===== config.mk =====
export PLATFORM = sky130hd
export DESIGN_NAME = hubris_uart_boot_loader
export DESIGN_NICKNAME = d
export VERILOG_FILES = /design/src/rtl/hubris_uart_boot_loader.sv
export SDC_FILE = /design/constraint.sdc
export NUM_CORES = 1
export LEC_CHECK = 0
export ABC_AREA = 1
export CAP_MARGIN = 0
export CORE_UTILIZATION = 42
export DETAILED_ROUTE_END_ITERATION = 12
export PLACE_DENSITY_LB_ADDON = 0.3
export REMOVE_ABC_BUFFERS = 1
export SLEW_MARGIN = 15
export SYNTH_ARGS = -nofsm -noshare
export SYNTH_HDL_FRONTEND = slang
export SYNTH_SLANG_ARGS = --single-unit

===== constraint.sdc =====
create_clock -name clk -period 5.5 [get_ports clk]
set_clock_uncertainty 0.1 [all_clocks]
set_input_delay 0.825 -clock clk [delete_from_list [all_inputs] [get_ports clk]]
set_output_delay 0.825 -clock clk [all_outputs]
set_load 0.01 [all_outputs]

===== src/rtl/hubris_uart_boot_loader.sv =====
// UART boot loader: receives a framed, checksummed program image, writes it into core memory,
// then releases the Hubris core from reset. Optional idle-gap timeout: `define BOOT_LOADER_TIMEOUT_EN.
module hubris_uart_boot_loader #(
    parameter int unsigned CLK_PER_BAUD   = 54,
    parameter int unsigned MAX_PROG_BYTES = 4096,
    parameter logic [31:0] LOAD_BASE_ADDR = 32'h0000_0000,
    parameter int unsigned TIMEOUT_CYCLES = 5_000_000
) (
    input  logic        clk,
    input  logic        reset,
    input  logic        rx,
    output logic        mem_en,
    output logic [3:0]  mem_we,
    output logic [31:0] mem_addr,
    output logic [31:0] mem_din,
    output logic        core_reset,
    output logic        core_rx,
    output logic        boot_done,
    output logic        boot_error
);
    localparam int unsigned CNT_W  = $clog2(MAX_PROG_BYTES) + 1;
    localparam int unsigned BAUD_W = $clog2(CLK_PER_BAUD) + 1;
    localparam logic [BAUD_W-1:0] BAUD_LAST = BAUD_W'(CLK_PER_BAUD - 1);
    localparam logic [BAUD_W-1:0] HALF_LAST = BAUD_W'(CLK_PER_BAUD / 2 - 1);
    localparam logic [7:0] MAGIC = 8'hA5;

    typedef enum logic [1:0] {RX_IDLE, RX_START, RX_DATA, RX_STOP} rx_state_t;
    typedef enum logic [2:0] {WAIT_MAGIC, LEN, DATA, CSUM, DONE, ERROR} boot_state_t;

    logic rx_meta, rx_sync, rx_prev;

    always_ff @(posedge clk or negedge reset) begin
        if (!reset) begin
            rx_meta <= 1'b1;
            rx_sync <= 1'b1;
            rx_prev <= 1'b1;
        end else begin
            // NOTE: non-blocking assignments so every flop samples pre-edge values regardless of statement order.
            rx_meta <= rx;
            rx_sync <= rx_meta;
            rx_prev <= rx_sync;
        end
    end

    rx_state_t         rx_state, rx_state_next;
    logic [BAUD_W-1:0] baud_cnt;
    logic [2:0]        bit_cnt;
    logic [7:0]        rx_byte;
    logic              baud_tick, half_tick, byte_valid, frame_err;

    assign baud_tick = (baud_cnt == BAUD_LAST);
    assign half_tick = (baud_cnt == HALF_LAST);

    always_comb begin
        // NOTE: defaults first so no path leaves a signal unassigned and infers a latch.
        rx_state_next = rx_state;
        byte_valid    = 1'b0;
        frame_err     = 1'b0;
        unique case (rx_state)
            RX_IDLE:  if (rx_prev && !rx_sync) rx_state_next = RX_START;
            RX_START: if (half_tick) rx_state_next = rx_sync ? RX_IDLE : RX_DATA;
            RX_DATA:  if (baud_tick && bit_cnt == 3'd7) rx_state_next = RX_STOP;
            RX_STOP: begin
                if (baud_tick) begin
                    rx_state_next = RX_IDLE;
                    byte_valid    = rx_sync;
                    frame_err     = !rx_sync;
                end
            end
            default: rx_state_next = RX_IDLE;
        endcase
    end

    always_ff @(posedge clk or negedge reset) begin
        if (!reset) begin
            rx_state <= RX_IDLE;
            baud_cnt <= '0;
            bit_cnt  <= '0;
            rx_byte  <= '0;
        end else begin
            rx_state <= rx_state_next;
            // Counter restarts on every state change so START measures a half bit and DATA/STOP full bits.
            if (rx_state == RX_IDLE || rx_state != rx_state_next || baud_tick)
                baud_cnt <= '0;
            else
                baud_cnt <= baud_cnt + BAUD_W'(1);
            if (rx_state != RX_DATA)
                bit_cnt <= '0;
            else if (baud_tick)
                bit_cnt <= bit_cnt + 3'd1;
            if (rx_state == RX_DATA && baud_tick)
                rx_byte <= {rx_sync, rx_byte[7:1]};
        end
    end

    boot_state_t      state, state_next;
    logic [23:0]      len_sr, word_sr;
    logic [31:0]      len_full;
    logic [CNT_W-1:0] len_q, byte_cnt;
    logic [7:0]       csum;
    logic             last_byte, timeout;

    assign len_full  = {rx_byte, len_sr};
    assign last_byte = ((byte_cnt + CNT_W'(1)) == len_q);

`ifdef BOOT_LOADER_TIMEOUT_EN
    logic [31:0] gap_cnt;
    logic        loading;

    assign loading = (state == LEN) || (state == DATA) || (state == CSUM);
    assign timeout = loading && (gap_cnt == 32'(TIMEOUT_CYCLES - 1));

    always_ff @(posedge clk or negedge reset) begin
        if (!reset)
            gap_cnt <= '0;
        else if (!loading || byte_valid)
            gap_cnt <= '0;
        else
            gap_cnt <= gap_cnt + 32'd1;
    end
`else
    assign timeout = 1'b0;
`endif

    always_comb begin
        state_next = state;
        unique case (state)
            WAIT_MAGIC, ERROR: if (byte_valid && rx_byte == MAGIC) state_next = LEN;
            LEN: begin
                if (frame_err)
                    state_next = ERROR;
                else if (byte_valid && byte_cnt[1:0] == 2'd3) begin
                    if (len_full[1:0] != 2'b00 || len_full > 32'(MAX_PROG_BYTES))
                        state_next = ERROR;
                    else if (len_full == 32'd0)
                        state_next = CSUM;
                    else
                        state_next = DATA;
                end
            end
            DATA: begin
                if (frame_err)
                    state_next = ERROR;
                else if (byte_valid && last_byte)
                    state_next = CSUM;
            end
            CSUM: begin
                if (frame_err)
                    state_next = ERROR;
                else if (byte_valid)
                    state_next = (rx_byte == csum) ? DONE : ERROR;
            end
            DONE:    state_next = DONE;
            default: state_next = ERROR;
        endcase
        if (timeout) state_next = ERROR;
    end

    always_ff @(posedge clk or negedge reset) begin
        if (!reset) begin
            state      <= WAIT_MAGIC;
            len_sr     <= '0;
            word_sr    <= '0;
            len_q      <= '0;
            byte_cnt   <= '0;
            csum       <= '0;
            mem_en     <= 1'b0;
            mem_addr   <= LOAD_BASE_ADDR;
            mem_din    <= '0;
            core_reset <= 1'b1;
            boot_done  <= 1'b0;
            boot_error <= 1'b0;
        end else begin
            state      <= state_next;
            mem_en     <= 1'b0;
            core_reset <= ~boot_done;
            if (mem_en) mem_addr <= mem_addr + 32'd4;
            if (state_next == ERROR) boot_error <= 1'b1;
            if (state_next == DONE) boot_done <= 1'b1;
            unique case (state)
                WAIT_MAGIC, ERROR: begin
                    if (state_next == LEN) begin
                        boot_error <= 1'b0;
                        csum       <= '0;
                        byte_cnt   <= '0;
                        mem_addr   <= LOAD_BASE_ADDR;
                    end
                end
                LEN: begin
                    if (byte_valid) begin
                        len_sr   <= {rx_byte, len_sr[23:8]};
                        len_q    <= len_full[CNT_W-1:0];
                        byte_cnt <= (byte_cnt[1:0] == 2'd3) ? '0 : byte_cnt + CNT_W'(1);
                    end
                end
                DATA: begin
                    if (byte_valid) begin
                        byte_cnt <= byte_cnt + CNT_W'(1);
                        csum     <= csum + rx_byte;
                        word_sr  <= {rx_byte, word_sr[23:8]};
                        // Little-endian word is complete on the 4th byte; strobe next cycle.
                        if (byte_cnt[1:0] == 2'd3) begin
                            mem_en  <= 1'b1;
                            mem_din <= {rx_byte, word_sr};
                        end
                    end
                end
                default: ;
            endcase
        end
    end

    assign mem_we  = {4{mem_en}};
    assign core_rx = boot_done ? rx_sync : 1'b1;

endmodule


== Yosys cells after proc, flatten, opt, wreduce, memory -nomap -nowiden ==
Index checks and enable logic that the tools add are counted.

* Eq/ne operators: 23
* Muxes and demuxes: 42
* Add/subtract/negate cells: 5
* $lt $le $gt $ge: 1
* Reductions and logical operators: 23
* Bitwise operators: 1

{| class="wikitable"
|+ Operators by type and width
! kind !! count
|-
| $mux 32 || 3
|-
| $mux 13 || 4
|-
| $pmux 13 s3 || 1
|-
| $add 32x3->32 const B || 1
|-
| $gt 32x13->1 const B || 1
|-
| $logic_not 32->1 || 1
|-
| $mux 3 || 10
|-
| $mux 8 || 2
|-
| $pmux 8 s2 || 1
|-
| $eq 3x3->1 const B || 5
|-
| $pmux 3 s5 || 1
|-
| $add 13x1->13 const B || 1
|-
| $eq 13x13->1 || 1
|-
| $mux 1 || 13
|-
| $mux 2 || 5
|-
| $add 8x8->8 || 1
|-
| $eq 8x8->1 || 1
|-
| $eq 8x8->1 const B || 1
|-
| $ne 2x2->1 const B || 4
|-
| $pmux 2 s4 || 1
|-
| $add 7x1->7 const B || 1
|-
| $eq 7x5->1 const B || 1
|-
| $eq 7x6->1 const B || 1
|-
| $mux 7 || 1
|-
| 18 further kinds || 33
|}

* Bits of input ports: 3
* Output and inout bits: 73
* Logic and storage cells: 114
* Bits in registers: 176

== Longest topological paths before layout ==
Gate-level depths: netlist of run 1.

* Depth in word-level cells: 11
* Depth in mapped cells: 16
* Mapped depth without buffers: 16

== Worst setup path after synthesis of run 1 ==
OpenSTA, ideal clock, no wires.

* Path kind: register to register
* Start: register byte_cnt[0]
* End: register boot_error
* Arrival: 1.876 ns
* Setup slack: 3.458 ns
* Path buffers: 0
* Library setup time: 0.065 ns
* Stages on the path, launching flop included: 17
* Path through: dfrtp_1 > ha_1 > inv_1 > ha_1 > inv_1 > nand2_1 > nand2_1 > nand3_1 > a21oi_1 > nand2_1 > nor2_1 > nand2_1 > nor2_1 > nand3_1 > nand2_1 > nand3_1 > nand2_1

* Cells in the longest elaborated chain, start to end: 10
* Elaborated cells between the ends (all ways): 15

{| class="wikitable"
|+ RTL lines
! element !! line !! source
|-
| start: declaration || 99 || <nowiki>logic [CNT_W-1:0] len_q, byte_cnt;</nowiki>
|-
| start signal: assignment || 193 || <nowiki>byte_cnt <= (byte_cnt[1:0] == 2'd3) ? '0 : byte_cnt + CNT_W'(1);</nowiki>
|-
| start signal: assignment || 198 || <nowiki>byte_cnt <= byte_cnt + CNT_W'(1);</nowiki>
|-
| $add 13x1->13 || 104 || <nowiki>assign last_byte = ((byte_cnt + CNT_W'(1)) == len_q);</nowiki>
|-
| $eq 13x13->1 || 104 ||
|-
| $logic_and 1x1->1 || 144 || <nowiki>else if (byte_valid && last_byte)</nowiki>
|-
| $mux 3 || 144 ||
|-
| $mux 3 || 142 || <nowiki>if (frame_err)</nowiki>
|-
| $pmux 3 s5 * || 127 || <nowiki>unique case (state)</nowiki>
|-
| via state_next[0] || 96 || <nowiki>boot_state_t state, state_next;</nowiki>
|-
| $eq 3x3->1 || 178 || <nowiki>if (state_next == ERROR) boot_error <= 1'b1;</nowiki>
|-
| $mux 1 || 178 ||
|-
| $mux 1 || 182 || <nowiki>if (state_next == LEN) begin</nowiki>
|-
| $mux 1 * || 180 || <nowiki>unique case (state)</nowiki>
|-
| end signal: assignment || 172 || <nowiki>boot_error <= 1'b0;</nowiki>
|-
| end signal: assignment || 178 ||
|-
| end signal: assignment || 183 || <nowiki>boot_error <= 1'b0;</nowiki>
|-
| end: declaration || 19 || <nowiki>output logic boot_error</nowiki>
|}

The timed path passes the listed nets; every way through them passes the cells marked *.
A chain may end at the register's enable or synchronous reset.

== Worst setup path after layout of run 1 ==
* Start: register state[1]
* End: register byte_cnt[8]

* Cells in the longest elaborated chain, start to end: 6
* Elaborated cells between the ends (all ways): 22

{| class="wikitable"
|+ RTL lines
! element !! line !! source
|-
| start: declaration || 96 ||
|-
| start signal: assignment || 174 || <nowiki>state <= state_next;</nowiki>
|-
| $eq 3x3->1 (tied with other cells) || 127, 180 ||
|-
| $reduce_or 2->1 (tied with other cells) || 127, 180 ||
|-
| $pmux 3 s5 || 127 ||
|-
| $eq 3x1->1 || 182 ||
|-
| $ne 2x2->1 (no line) || - ||
|-
| $reduce_and 4->1 (no line) || - ||
|}

Several ways; a longest one is shown, not always the timed one.

==> results of run 1 <==
-- cell usage in the layout, fill, tap and decap left out, types with 4 or more instances in the layout --
cell type and instances:
xnor2_1 5, dfstp_2 4, a21oi_1 17, nand3_1 69, nand2_1 223, nand3_2 9, o22ai_1 5, nor2_2 5
o21ai_0 62, or2_2 9, clkdlybuf4s50_1 72, nand4_1 19, buf_4 4, xor2_1 19, or2_1 4, mux2i_1 51
nor2_1 69, clkbuf_16 17, dfrtp_1 165, nor3_1 13, inv_2 10, ha_1 15, inv_1 208
-- cell type report --
cell class / count / share of cell area, %
clock buffer: 20 / 4.596
clock inverter: 12 / 1.368
inverter: 219 / 8.095
multi-input combinational: 620 / 33.42
tap: 270 / 3.327
sequential: 169 / 41.70
timing repair buffer: 77 / 7.504
-- kinds of logic after synthesis --
group                      after synthesis  synth area share, %
muxes                                   51                5.929
adders and majority gates               16                2.412
AOI/OAI and AO/OA                       92                5.740
buffers and inverters                  245                11.55
xor gates and xnor gates                24                2.441
other                                    1              0.04355
DFF                                    169                49.17
and+or+nand+nor                        435                22.71
-- metal layers --
layer	global-route usage, %	vias to the layer above	wire [um]
li1	-	3352	-
met1	24.17	3014	8600
met2	27.57	126	7872
met3	4.308	15	893
met4	4.579	0	198
met5	0	-	0
-- how the worst max path moves through the flow --
stage                     slack [ns]          end
after floorplan                 2.37      csum[3]
after global placement          2.50  byte_cnt[0]
after detailed placement        2.43  byte_cnt[8]
after CTS                       2.43  byte_cnt[8]
after global routing            2.18  byte_cnt[4]
final                           2.45  byte_cnt[8]
-- per-stage QoR --
step | hold WS, ns | utilization (%) | setup WS, ns
finish | 0.2722 | 50.35 | 2.449
floorplan | 0.2452 | - | 2.370
global route | 0.2828 | 50.35 | 2.176
global placement | 0.2589 | 47.34 | 2.501
CTS | 0.2768 | 50.35 | 2.425
detailed placement | 0.2607 | 47.34 | 2.435
-- power by group --
part           internal [uW]  switching [uW]  leakage (uW)
clock                    713             506      0.000303
sequential              1270            30.6       0.00233
combinational           39.8            84.7       0.00306
-- sequential cells by signal, summed over array words and instances (netlist names), 2 cells and up --
signal	flops
mem_din	32
word_sr	24
len_sr	24
mem_addr	30
len_q	8
bit_cnt	3
baud_cnt	7
byte_cnt	13
rx_state	2
rx_byte	8
state	3
csum	8
==> reports/qor.csv, run 1 <==
stage,metric,value,unit
run_status,status,finished clean,
detailed_routing,DR DRC count,0,
logic_synthesis,top post-synthesis cells by count,"nand2_1, inv_1, dfrtp_1",
clock_network,"Clk Latency, worst-skew pair",0.43,ns
finish,Layout fillers,1887,
logic_synthesis,"EDFF count, synth",0,
worst_setup_path,WP data required,5.71,ns
power_and_ir_drop,Tot Pwr,2647,uW
placement,routability cong.,0.9194,
placement,placed insts,1355,
global_routing,largest net degree at the start of global routing,107,
global_routing,grt ovf,0,
clock_network,clock-pin slew on the worst setup and hold paths,0.07,ns
hold_path,Hold Crit Class,register to register,
logic_synthesis,predominant post-synthesis flop cell,dfrtp_1,
timing,final setup fails,0,
finish,area of the multi-input gates,3393,sq um
clock_network,TritonCTS clock tree,yes,
placement,Placed Area,9549,sq um
worst_setup_path,Worst setup SP type,register,
power_and_ir_drop,pwr/cell area,260.7,nW/um^2
logic_synthesis,post-synth top area share,47.95,%
detailed_routing,DR iter-0 viols,523,
logic_synthesis,Area contributors post-synth,"dfrtp_1, nand2_1, inv_1",
timing,unrepaired setup endpoints after global routing,no,
worst_setup_path,WS Path Type,register to register,
finish,synthesis-to-finish area growth,17.93,%
worst_setup_path,Worst EP arrival,3.26,ns
finish,Final Non-Filler Cells,1387,
logic_synthesis,synthesized area,8611,sq um
floorplan,die width,145.2,um
clock_network,CTS sink cnt,169,
logic_synthesis,Post-Syn Area per Cell,8.336,sq um
hold_path,Hold EP,rx_sync,
detailed_routing,Total Wirelength,17570,um
placement,Post-DP HPWL,12330,um
clock_network,H-tree levels,4,
global_routing,vias in the first global route,6242,
worst_setup_path,CP max stage cell,nand3_2,
worst_setup_path,worst-case reg-to-reg path depth,12,
finish,"Design Area, Final",10150,sq um
logic_synthesis,largest area contributor in the netlist,dfrtp_1,
power_and_ir_drop,Lkg Pwr,0.005694,uW
logic_synthesis,"count leader, synth",nand2_1,
clock_network,post_cts resized,0,
worst_setup_path,crit path max fanout,30,
finish,share of layout cells above drive strength 1,7.878,%
timing,endpoints failing hold,0,
global_routing,GR Util All Layers,17.53,%
logic_synthesis,asr flop ratio synth,100.0,%
power_and_ir_drop,peak supply drop,0.0002209,V
clock_network,root buf cell,clkbuf_16,
worst_setup_path,Critical path buffers and inverters,2,
clock_network,maximum clock insertion buffer count,2,
finish,FF/Latch Area,4234,sq um
timing,Final Critical Period,3.051,ns
finish,# diodes,0,
worst_setup_path,Crit path top cell by count,nand2_1,
worst_setup_path,R2R Path Start,state[1],
worst_setup_path,CP top delay family,simple AND/OR/NAND/NOR gates,
timing,Final Cycle Share,55.48,%
worst_setup_path,Worst Setup End Kind,register,
logic_synthesis,synth warn,0,
worst_setup_path,Critical Path Source,state[1],
timing,slew margin rel.,33.44,%
floorplan,Die ar.,21080,sq um
timing,Slew Limit Fails,0,
clock_network,Inserted Clock Buffers,17,
floorplan,row count,52,
floorplan,CORE AREA,20170,sq um
logic_synthesis,Synth Instances,1033,
logic_synthesis,post-synth cell types,42,
detailed_routing,Pre-antenna DRT Iters,6,
hold_path,hold path start,rx_meta,
worst_setup_path,WP depth,12,
placement,PortBufs,73,
detailed_routing,DR vias,6507,
clock_network,post-CTS setup buffer count,0,
clock_network,number of hold buffers added after cts,0,
global_routing,initial antenna violation count,0,
worst_setup_path,crit-path cells,inv_1 -> nor2_2 -> nand2_1 -> nand2_1 -> inv_1 -> o21ai_2 -> nor3_2 -> nand3_2 -> nand2_4 -> nand2_4 -> nand2_1 -> nand2_1,
timing,worst-margin pin slew,0.9961,ns
timing,fmax,327.7,MHz
detailed_routing,Post-DRT Antenna Nets,0,
global_routing,first-pass GRT wire length,30050,um
worst_setup_path,reg2reg setup slack,2.45,ns
timing,Final TNS setup,0,ns
finish,nets,1123,
detailed_routing,average wire per standard cell,12.66,um
worst_setup_path,max incr delay on CP,0.65,ns
floorplan,starting density of the core,42.69,%
worst_setup_path,RR Endpoint,byte_cnt[8],
floorplan,Die H,145.2,um
detailed_routing,Vias/cell,4.691,
hold_path,worst hold path stage count,0,
floorplan,io pins,76,
logic_synthesis,synthesis-stage register bit count,169,
logic_synthesis,register area share after synthesis,49.17,%
job,Max Cap Viol,0,
Note: power is estimated with default switching activity, not from simulation.
==> inputs of run 2 (changes only) <==
==> constraint.sdc (replaced) <==
create_clock -name clk -period 3.2 [get_ports clk]
set_clock_uncertainty 0.1 [all_clocks]
set_input_delay 0.48 -clock clk [delete_from_list [all_inputs] [get_ports clk]]
set_output_delay 0.48 -clock clk [all_outputs]
set_load 0.01 [all_outputs]
==> run 2 against run 1 <==
The flow now finishes with violations (negative hold slack). Via count shrank 0.12%. Flip-flop and latch count is the same. Maximum frequency rose by 25%. Utilization is 0.062 points higher. Combinational power rose by 70%. Global-route usage down 0.12 points. Die area is the same. Sequential share of layout area shrank 0.052 points. Register-to-register slack worse by 1.7 ns. Largest cell class unchanged. Setup slack got worse by 1.7 ns.
==> reports/qor.csv, run 2 (synthesized netlist as in run 1, its figures left out) <==
stage,metric,value,unit,change
detailed_routing,met3 WL,790,um,was 893 um
finish,Final Util,50.41,%,was 50.35%
power_and_ir_drop,pwr/cell area,440.5,nW/um^2,was 260.7 nW/um^2
detailed_routing,Post-DRT Antenna Nets,0,,unchanged
worst_setup_path,Worst EP arrival,2.72,ns,was 3.26 ns
clock_network,TritonCTS clock tree,yes,,unchanged
detailed_routing,Pre-antenna DRT Iters,4,,was 6
placement,Placed Area,9592,sq um,was 9549 sq um
job,Max Cap Viol,0,,unchanged
timing,unrepaired setup endpoints after global routing,no,,unchanged
worst_setup_path,max incr delay on CP,0.42,ns,was 0.65 ns
clock_network,root buf cell,clkbuf_16,,unchanged
detailed_routing,DR WL met2,7890,um,was 7872 um
timing,Slew Limit Fails,0,,unchanged
worst_setup_path,Critical path buffers and inverters,4,,was 2
finish,synthesis-to-finish area growth,18.08,%,was 17.93%
worst_setup_path,WS Path Type,register to register,,unchanged
finish,"commonest cells after routing, fill and taps aside","nand2_1, inv_1, dfrtp_1",,unchanged
worst_setup_path,WP depth,11,,was 12
detailed_routing,DR vias,6499,,was 6507
worst_setup_path,WP data required,3.47,ns,was 5.71 ns
clock_network,post_cts resized,0,,unchanged
run_status,status,"finished, violations left",,was finished clean
detailed_routing,wl on met1,8426,um,was 8600 um
global_routing,vias in the first global route,6199,,was 6242
floorplan,die width,145.2,um,unchanged
worst_setup_path,crit path max fanout,27,,was 30
clock_network,Inserted Clock Buffers,17,,unchanged
timing,slew margin rel.,54.37,%,was 33.44%
placement,Post-DP HPWL,12330,um,about the same
detailed_routing,DR iter-0 viols,382,,was 523
detailed_routing,Total Wirelength,17280,um,was 17570 um
clock_network,post-CTS setup buffer count,0,,unchanged
detailed_routing,average wire per standard cell,12.44,um,was 12.66 um
timing,fmax,408.7,MHz,was 327.7 MHz
worst_setup_path,crit-path cells,nor2_2 -> nand2_1 -> nand2_1 -> inv_1 -> o21ai_2 -> nor3_2 -> nand3_2 -> buf_4 -> inv_2 -> or2_1 -> inv_1,,was inv_1 -> nor2_2 -> nand2_1 -> nand2_1 -> inv_1 -> o21ai_2 -> nor3_2 -> nand3_2 -> nand2_4 -> nand2_4 -> nand2_1 -> nand2_1
worst_setup_path,Worst Setup End Kind,register,,unchanged
global_routing,largest net degree at the start of global routing,74,,was 107
hold_path,Hold Crit Class,primary input to async pin,,was register to register
global_routing,initial antenna violation count,0,,unchanged
clock_network,number of hold buffers added after cts,0,,unchanged
timing,Final TNS setup,0,ns,unchanged
timing,final setup fails,0,,unchanged
global_routing,first-pass GRT wire length,29930,um,was 30050 um
run_status,failing checks,negative hold slack,,
floorplan,Die H,145.2,um,unchanged
finish,share of layout cells above drive strength 1,7.864,%,was 7.878%
clock_network,CTS sink cnt,169,,unchanged
finish,# diodes,0,,unchanged
detailed_routing,Vias/cell,4.679,,was 4.691
finish,Regs by FF count,"mem_din (32), mem_addr (30)",,unchanged
finish,"commonest non-fill, non-tap cell in the layout",nand2_1,,unchanged
floorplan,starting density of the core,42.69,%,unchanged
floorplan,row count,52,,unchanged
worst_setup_path,CP max stage cell,dfrtp_1,,was nand3_2
power_and_ir_drop,Lkg Pwr,0.005692,uW,was 0.005694 uW
timing,Final Critical Period,2.447,ns,was 3.051 ns
clock_network,H-tree levels,4,,unchanged
timing,worst-margin pin slew,0.6844,ns,was 0.9961 ns
finish,nets,1127,,was 1123
placement,routability cong.,0.8814,,was 0.9194
placement,PortBufs,73,,unchanged
floorplan,CORE AREA,20170,sq um,unchanged
clock_network,clock-pin slew on the worst setup and hold paths,0.06,ns,was 0.07 ns
timing,hold slack,-0.02522,ns,was 0.2722 ns
timing,Final Cycle Share,76.47,%,was 55.48%
clock_network,maximum clock insertion buffer count,2,,unchanged
detailed_routing,uppermost layer routed,met4,,unchanged
detailed_routing,DR DRC count,0,,unchanged
placement,pre-CTS WS,0.7409,ns,was 2.435 ns
finish,"Design Area, Final",10170,sq um,was 10150 sq um
worst_setup_path,CP top delay family,simple AND/OR/NAND/NOR gates,,unchanged
finish,number of flip-flops in the largest register,32,,unchanged
global_routing,grt ovf,0,,unchanged
global_routing,GR Util All Layers,17.41,%,was 17.53%
timing,endpoints failing hold,39,,was 0
finish,Top reg by flops,mem_din,,unchanged
floorplan,Die ar.,21080,sq um,unchanged
floorplan,io pins,76,,unchanged
worst_setup_path,Worst setup SP type,register,,unchanged
timing,Setup WS post-layout,0.7529,ns,was 2.449 ns
power_and_ir_drop,peak supply drop,0.0003670,V,was 0.0002209 V
worst_setup_path,worst-case reg-to-reg path depth,11,,was 12
clock_network,"Clk Latency, worst-skew pair",0.43,ns,about the same
-- run 2: cell types whose count changed in the layout (fill, tap and decap cells not counted), sizes merged --
cell,before,now
clkbuf,20,21
clkinv,7,3
clkinvlp,0,2
buf,5,9
inv,222,221
-- run 2: final cells by class --
type	instances	area (sq um)
Clock inverter	9	115.1
Tap cell	270	337.8
Timing Repair Buffer	81	804.5
Clock buffer	21	460.4
Inverter	219	822.0
Sequential cell	169	4234
Multi-Input combinational cell	620	3393
Fill cell	1919	10000
-- run 2: layer usage --
| metal | vias to the layer above | global-route usage (%) |
|---|---|---|
| met5 | - | 0 |
| met4 | 0 | 4.842 |
| met3 | 14 | 4.717 |
| met2 | 110 | 27.50 |
| met1 | 3015 | 23.51 |
| li1 | 3360 | - |
-- run 2: worst paths after layout --
check / start / end / slack, ns
setup reg to reg: state[2] / mem_addr[21] / 0.75
hold reg to reg: rx_meta / rx_sync / 0.27
max in group asynchronous: reset / mem_din[1] / 2.27
setup / recovery: state[2] / mem_addr[21] / 0.75
hold / removal: reset / byte_cnt[11] / -0.03
min in group clk: rx_meta / rx_sync / 0.27
-- run 2: stage by stage --
| stage | power (uW) | cells |
|---|---|---|
| after floorplan | 2409 | 1008 |
| after global placement | 2493 | 1359 |
| after detailed placement | 2505 | 1359 |
| after CTS | 4540 | 1389 |
| after global routing | 4661 | 1389 |
| final | 4478 | 1389 |
-- run 2: power by group --
part	total [uW]	switching [uW]	leakage, uW	internal [uW]
combinational	211	141	0.00308	70.2
clock	2020	833	0.000276	1190
sequential	2240	55.3	0.00233	2190
